File: src/rtl/piso_serializer.sv
// Parallel-in serial-out serializer with valid/ready input and a one-cycle done pulse.
// Optional macro PISO_PARITY_EN appends an even-parity bit after the data bits.
module piso_serializer #(
  parameter int unsigned DATA_W    = 4,
  parameter int unsigned CLK_DIV   = 1,
  parameter int unsigned MSB_FIRST = 1
) (
  input  logic              clk,
  input  logic              reset,
  input  logic [DATA_W-1:0] in_data,
  input  logic              in_valid,
  output logic              in_ready,
  output logic              sdata,
  output logic              sframe,
  output logic              done
);

  localparam int unsigned BIT_W = (DATA_W > 1) ? $clog2(DATA_W) : 1;
  localparam int unsigned DIV_W = (CLK_DIV > 1) ? $clog2(CLK_DIV) : 1;
  localparam int unsigned HEAD  = (MSB_FIRST != 0) ? DATA_W - 1 : 0;
  localparam int unsigned NEXT  = (MSB_FIRST != 0) ? DATA_W - 2 : 1;

`ifdef PISO_PARITY_EN
  typedef enum logic [1:0] {IDLE, SHIFT, PARITY} state_t;
  logic parity_q;
`else
  typedef enum logic [0:0] {IDLE, SHIFT} state_t;
`endif

  state_t            state_q;
  logic [DATA_W-1:0] shreg_q;
  logic [BIT_W-1:0]  bit_q;
  logic [DIV_W-1:0]  div_q;
  logic              sdata_q;
  logic              sframe_q;
  logic              done_q;
  logic              ready_q;

  logic [DATA_W-1:0] shifted_c;
  logic              div_last_c;
  logic              bit_last_c;

  // Shift toward the head so the next bit to send always sits at HEAD
  assign shifted_c  = (MSB_FIRST != 0) ? {shreg_q[DATA_W-2:0], 1'b0}
                                       : {1'b0, shreg_q[DATA_W-1:1]};
  assign div_last_c = (div_q == DIV_W'(CLK_DIV - 1));
  assign bit_last_c = (bit_q == BIT_W'(DATA_W - 1));

  always_ff @(posedge clk) begin
    if (reset) begin
      state_q  <= IDLE;
      shreg_q  <= '0;
      bit_q    <= '0;
      div_q    <= '0;
      sdata_q  <= 1'b1;
      sframe_q <= 1'b0;
      done_q   <= 1'b0;
      ready_q  <= 1'b1;
`ifdef PISO_PARITY_EN
      parity_q <= 1'b0;
`endif
    end else begin
      done_q <= 1'b0;
      case (state_q)
        IDLE: begin
          if (in_valid) begin
            state_q  <= SHIFT;
            shreg_q  <= in_data;
            bit_q    <= '0;
            div_q    <= '0;
            sdata_q  <= in_data[HEAD];
            sframe_q <= 1'b1;
            ready_q  <= 1'b0;
`ifdef PISO_PARITY_EN
            parity_q <= ^in_data;
`endif
          end
        end
        SHIFT: begin
          if (div_last_c) begin
            div_q <= '0;
            if (bit_last_c) begin
`ifdef PISO_PARITY_EN
              state_q <= PARITY;
              sdata_q <= parity_q;
`else
              state_q  <= IDLE;
              sdata_q  <= 1'b1;
              sframe_q <= 1'b0;
              done_q   <= 1'b1;
              ready_q  <= 1'b1;
`endif
            end else begin
              bit_q   <= bit_q + BIT_W'(1);
              shreg_q <= shifted_c;
              sdata_q <= shreg_q[NEXT];
            end
          end else begin
            div_q <= div_q + DIV_W'(1);
          end
        end
`ifdef PISO_PARITY_EN
        PARITY: begin
          if (div_last_c) begin
            div_q    <= '0;
            state_q  <= IDLE;
            sdata_q  <= 1'b1;
            sframe_q <= 1'b0;
            done_q   <= 1'b1;
            ready_q  <= 1'b1;
          end else begin
            div_q <= div_q + DIV_W'(1);
          end
        end
`endif
        default: state_q <= IDLE;
      endcase
    end
  end

  assign in_ready = ready_q;
  assign sdata    = sdata_q;
  assign sframe   = sframe_q;
  assign done     = done_q;

endmodule

File: config.mk
export PLATFORM = sky130hd
export DESIGN_NAME = piso_serializer
export DESIGN_NICKNAME = d
export VERILOG_FILES = /design/src/rtl/piso_serializer.sv
export SDC_FILE = /design/constraint.sdc
export NUM_CORES = 1
export LEC_CHECK = 0
export ABC_AREA = 1
export CORE_AREA = 2 2 39 41
export DETAILED_ROUTE_END_ITERATION = 12
export DIE_AREA = 0 0 41 43
export SLEW_MARGIN = 25
export SYNTH_ARGS = -nofsm -noshare
export SYNTH_HDL_FRONTEND = slang
export SYNTH_SLANG_ARGS = --single-unit
File: constraint.sdc
create_clock -name clk -period 1.49 [get_ports clk]
set_clock_uncertainty 0.2 [all_clocks]
set_input_delay 0.298 -clock clk [delete_from_list [all_inputs] [get_ports clk]]
set_output_delay 0.298 -clock clk [all_outputs]
set_load 0.005 [all_outputs]
==> results of run 1 <==
-- final cells by class --
type / count / area share [%]
sequential: 10 / 34.4
multi-input combinational: 41 / 33.5
timing repair buffer: 12 / 18.9
inverter: 9 / 5.81
clock buffer: 3 / 3.87
tap: 16 / 3.44
-- layer usage --
metal	vias to the layer above	wire length, microns	part of all wire [%]
li1	215	-	-
met2	10	403	46
met5	-	0	0
met4	0	27	3.1
met3	4	45	5.1
met1	181	398	45
-- cells in the mapped netlist --
master / instances / share of area [%]
nand2_1: 14 / 12
nor2_1: 12 / 10
dfxtp_1: 10 / 47
inv_1: 7 / 6.1
nand3_1: 5 / 5.8
a21oi_1: 3 / 3.5
o21ai_0: 3 / 3.5
ha_1: 2 / 5.8
inv_2: 2 / 1.7
nand2_2: 1 / 1.5
nand2_4: 1 / 2.6
-- worst paths after layout --
| path | slack, ns | depth (start not counted) | endpoint |
|---|---|---|---|
| worst max-delay path | 0.16 | 1 | in_ready |
| worst min-delay path | 0.27 | 2 | sdata$_SDFFE_PP1P_ |
| worst max register to register | 0.19 | 7 | shreg_q[1]$_SDFFE_PP0P_ |
| worst min register to register | 0.27 | 2 | sdata$_SDFFE_PP1P_ |
-- power by group --
group	leakage (nW)	internal, mW	switching [mW]	total [mW]
combinational	0.194	0.0481	0.0506	0.0986
clock	0.0138	0.0933	0.0905	0.184
sequential	0.0827	0.289	0.0139	0.302
total	0.290	0.430	0.155	0.585
-- through the flow --
stage / setup WS [ns] / std cells
finish: 0.159 / 91
global route: 0.0507 / 91
CTS: 0.153 / 91
detailed placement: -0.00262 / 88
global placement: 0.00220 / 88
floorplan: 0.280 / 60
-- placed cells by master (no fill, tap or decap) --
cell type / synthesis / layout
o21ai_0: 3 / 3
nand3_1: 5 / 5
nand2_1: 14 / 14
dfxtp_1: 10 / 10
nand2_4: 1 / 1
inv_1: 7 / 7
ha_1: 2 / 2
nand2_2: 1 / 1
buf_4: 0 / 2
inv_2: 2 / 2
clkbuf_4: 0 / 3
nor2_1: 12 / 12
dlygate4sd2_1: 0 / 4
a21oi_1: 3 / 3
clkdlybuf4s50_1: 0 / 6
-- cell families (layout without fill, tap and decap cells) --
logic type | count (synthesis) | in the layout | synth area share (%)
DFF | 10 | 10 | 46.6
AOI/OAI and AO/OA | 6 | 6 | 7.00
buffers and inverters | 9 | 24 | 7.87
and+or+nand+nor | 33 | 33 | 32.7
adders and majority gates | 2 | 2 | 5.83
-- flip-flops by register name, indices dropped and copies added (netlist names) --
signal,cells
done,1
sdata,1
state_q,1
bit_q,2
sframe,1
shreg_q,3
in_ready,1
==> impl_metrics.py, run 1 <==
metrics = {
    "critical_path": {
        "critPathTopFamily": "flip-flops",
        "max_stage_delay_ns": 0.31,
        "worstSetupPathType": "register to output port",
        "critPathMaxFanout": 2,
        "start_kind": "register",
        "cp-startpoint": "in_ready$_SDFFE_PP1P_",
        "cp_slowest_cell": "dfxtp_1",
        "crit_buf_inv": 1,
        "cp.required_ns": 0.99,
        "cp_cell_sequence": "dlygate4sd2_1",
        "reg2reg_from": "bit_q[0]$_SDFFE_PP0P_",
        "cp_data_arrival_time_ns": 0.83,
        "cp-end-kind": "output port",
    },
    "global_routing": {
        "use_met3_pct": 4.71,
        "gr-usage-met1_pct": 14.3,
        "grt_pass1_wl_mm": 1.39,
        "grt_busiest_layer": "met2",
        "antenna_found_initial": 0,
        "met2_usage_pct": 16.9,
        "track_usage_pct": 12.3,
        "overflow": 0,
        "grt_max_degree": 8,
        "grt_pass1_vias": 326,
    },
    "drt": {
        "vias_per_cell": 4.51,
        "drtIter0Drc": 4,
        "dr.pass1.iters": 4,
        "routedWlPerCell_microns": 9.63,
        "drtAntennaViolNets": 0,
        "drt-total-wl_microns": 876,
        "vias": 410,
        "drc": 0,
    },
    "die": {
        "dieArea_sq_mm": 0.00176,
        "rows": 14,
        "core_area_sq_mm": 0.00138,
        "initial_core_util_pct": 31.0,
        "num_io_pins": 11,
        "die_h_microns": 43,
        "die_w_microns": 41,
    },
    "sta": {
        "final_max_slew_viol_count": 0,
        "fmax_mhz": 751,
        "min_period_ns": 1.33,
        "period_share_pct": 89.3,
        "finalHoldViolations": 0,
        "hold_slack_ns": 0.274,
        "relSlewSlack_pct": 85.8,
        "setup_tns_ns": 0,
        "tightestPinTransition_ns": 0.212,
        "setup_viol": 0,
        "rsz0062_at_grt": "no",
    },
    "placement": {
        "placed_area_sq_um": 564,
        "finalWeightedCongestion": 0.793,
        "port_buffers": 10,
        "hpwl_microns": 666,
    },
    "power": {
        "p_total_uw": 585,
        "power.leakage_nw": 0.290,
        "peakVddDrop_mv": 0.298,
        "power_density_mw_per_mm2": 1010,
    },
    "job": {
        "drv_cap": 0,
    },
    "finish": {
        "postLayoutCellArea_sq_um": 582,
        "multi_input_area_sq_um": 195,
        "final.fill_count": 156,
        "seq_area_sq_um": 200,
        "final_nets": 86,
        "finish.utilization_pct": 42.0,
        "area_growth_pct": 35.6,
        "drive_gt1_share_pct": 12.0,
        "antenna_cells": 0,
    },
    "clocking": {
        "htree_levels": 1,
        "cts_tree": "built",
        "clk_latency_ns": 0.26,
        "clock_sinks": 10,
        "cts_max_path_buffers": 2,
        "clkTransAtPathRegs_ns": 0.06,
        "root_buffer": "clkbuf_4",
        "ctsResizeCount": 4,
        "cts_hold_buf": 0,
        "cts_inserted_buffers": 3,
        "cts_setup_buffers": 0,
    },
    "yosys": {
        "syn_area_sq_um": 429,
        "yosys_register_bits": 10,
        "synthCells": 60,
        "ys_types": 11,
        "ys_warn_count": 0,
        "synth_nets": 69,
        "syn_area_per_cell_sq_um": 7.15,
        "yosysSeqAreaShare_pct": 46.6,
    },
    "worst_hold_path": {
        "worstHoldPathType": "register to register",
        "hp-start": "shreg_q[2]$_SDFFE_PP0P_",
    },
    "outcome": {
        "status": "completed",
    },
}
(Power assumes the default switching activity.)
==> inputs of run 2 (changes only) <==
CTS_BUF_LIST = sky130_fd_sc_hd__clkbuf_4   (was default)
==> results of run 2 <==
Same layout as run 1: the final DEF is identical, and so are final timing and power.
==> inputs of run 3 (changes only) <==
CORE_AREA = 5 5 42 44   (was 2 2 39 41)
DIE_AREA = 0 0 47 49   (was 0 0 41 43)
==> impl_metrics.py, run 3 (same netlist as run 1, synthesis figures left out) <==
metrics = {
    "critical_path": {
        "start_kind": "register",
        "critPathTopFamily": "flip-flops",
        "cp-end-kind": "output port",
        "cp_slowest_cell": "dfxtp_1",
        "max_stage_delay_ns": 0.31,
        "critPathMaxFanout": 2,
        "crit_buf_inv": 1,
        "cp.required_ns": 0.99,
        "worstSetupPathType": "register to output port",
        "crit_cells": 1,
        "cp_data_arrival_time_ns": 0.83,
        "r2r_cells": 7,
        "cp_cell_sequence": "dlygate4sd2_1",
    },
    "finish": {
        "final_common_cell": "nand2_1",
        "layout_common_cells": "nand2_1, nor2_1, dfxtp_1",
        "area_growth_pct": 37.3,
        "final_nets": 87,
        "final_cell_count_no_fill": 92,
        "antenna_cells": 0,
        "largest_register_ffs": 3,
        "finish.utilization_pct": 42.1,
        "drive_gt1_share_pct": 13.2,
        "regMostFlops": "shreg_q",
        "largest_registers": "shreg_q: 3 flops, bit_q: 2 flops",
    },
    "drt": {
        "vias": 407,
        "drtAntennaViolNets": 0,
        "routedWlPerCell_microns": 9.57,
        "drtIter0Drc": 11,
        "dr.pass1.iters": 4,
        "drt-total-wl_microns": 880,
        "vias_per_cell": 4.42,
        "drc": 0,
    },
    "clocking": {
        "cts_hold_buf": 0,
        "cts_max_path_buffers": 2,
        "clk_latency_ns": 0.26,
        "clkTransAtPathRegs_ns": 0.06,
        "root_buffer": "clkbuf_4",
        "cts_inserted_buffers": 3,
        "htree_levels": 1,
        "ctsResizeCount": 4,
        "cts_tree": "built",
        "clock_sinks": 10,
        "cts_setup_buffers": 0,
    },
    "global_routing": {
        "antenna_found_initial": 0,
        "overflow": 0,
        "grt_pass1_wl_mm": 1.64,
        "grt_max_degree": 8,
        "track_usage_pct": 9.67,
        "grt_pass1_vias": 397,
    },
    "die": {
        "core_area_sq_mm": 0.00140,
        "num_io_pins": 11,
        "initial_core_util_pct": 30.6,
        "die_w_microns": 47,
        "rows": 14,
        "dieArea_sq_mm": 0.00230,
        "die_h_microns": 49,
    },
    "sta": {
        "finalHoldViolations": 0,
        "min_period_ns": 1.33,
        "tightestPinTransition_ns": 0.231,
        "hold_slack_ns": 0.263,
        "rsz0062_at_grt": "no",
        "fmax_mhz": 753,
        "period_share_pct": 89.1,
        "setup_viol": 0,
        "final_max_slew_viol_count": 0,
        "relSlewSlack_pct": 84.6,
    },
    "outcome": {
        "status": "completed",
    },
    "power": {
        "power_density_mw_per_mm2": 991,
        "peakVddDrop_mv": 0.354,
        "power.leakage_nw": 0.295,
    },
    "placement": {
        "port_buffers": 10,
        "hpwl_microns": 673,
        "finalWeightedCongestion": 0.808,
        "place_inst": 89,
    },
    "worst_hold_path": {
        "worstHoldPathType": "register to register",
        "worstHoldPathCells": 2,
    },
    "job": {
        "drv_cap": 0,
    },
}
run 3: final timing paths:
kind	slack [ns]	start	to
setup / recovery	0.16	in_ready$_SDFFE_PP1P_	in_ready
hold / removal	0.26	sframe$_SDFFE_PP0P_	sframe$_SDFFE_PP0P_
setup reg to reg	0.19	bit_q[0]$_SDFFE_PP0P_	bit_q[0]$_SDFFE_PP0P_
hold reg to reg	0.26	sframe$_SDFFE_PP0P_	sframe$_SDFFE_PP0P_
run 3: report_power, final:
group / switching (mW) / total [mW] / leakage (nW) / internal, mW
Clock: 0.0873 / 0.180 / 0.0138 / 0.0931
Combinational: 0.0500 / 0.0998 / 0.199 / 0.0498
Sequential: 0.0150 / 0.304 / 0.0827 / 0.289
run 3: metrics by stage:
step / setup WS [ns] / area [sq um] / TNS (ns) / total power [mW]
2_1_floorplan: 0.280 / 429 / 0 / 0.363
5_1_grt: 0.0417 / 589 / 0 / 0.618
6_report: 0.163 / 589 / 0 / 0.584
3_3_place_gp: -0.0102 / 572 / -0.0102 / 0.415
3_5_place_dp: -0.00249 / 572 / -0.00267 / 0.415
4_1_cts: 0.158 / 589 / 0 / 0.590
run 3: area by class of cell:
type	instances	area, sq um
Multi-Input combinational cell	41	195
Inverter	9	33.8
Timing Repair Buffer	13	118
Clock buffer	3	22.5
Sequential cell	10	200
Tap cell	16	20.0
Fill cell	149	812
run 3: routing by layer:
layer  GRT usage [%]  up-vias  routed length, microns
met4            5.53        0                      19
li1                -      217                       -
met1            11.9      175                     410
met5               0        -                       0
met3            3.32        4                      46
met2            14.0       11                     403
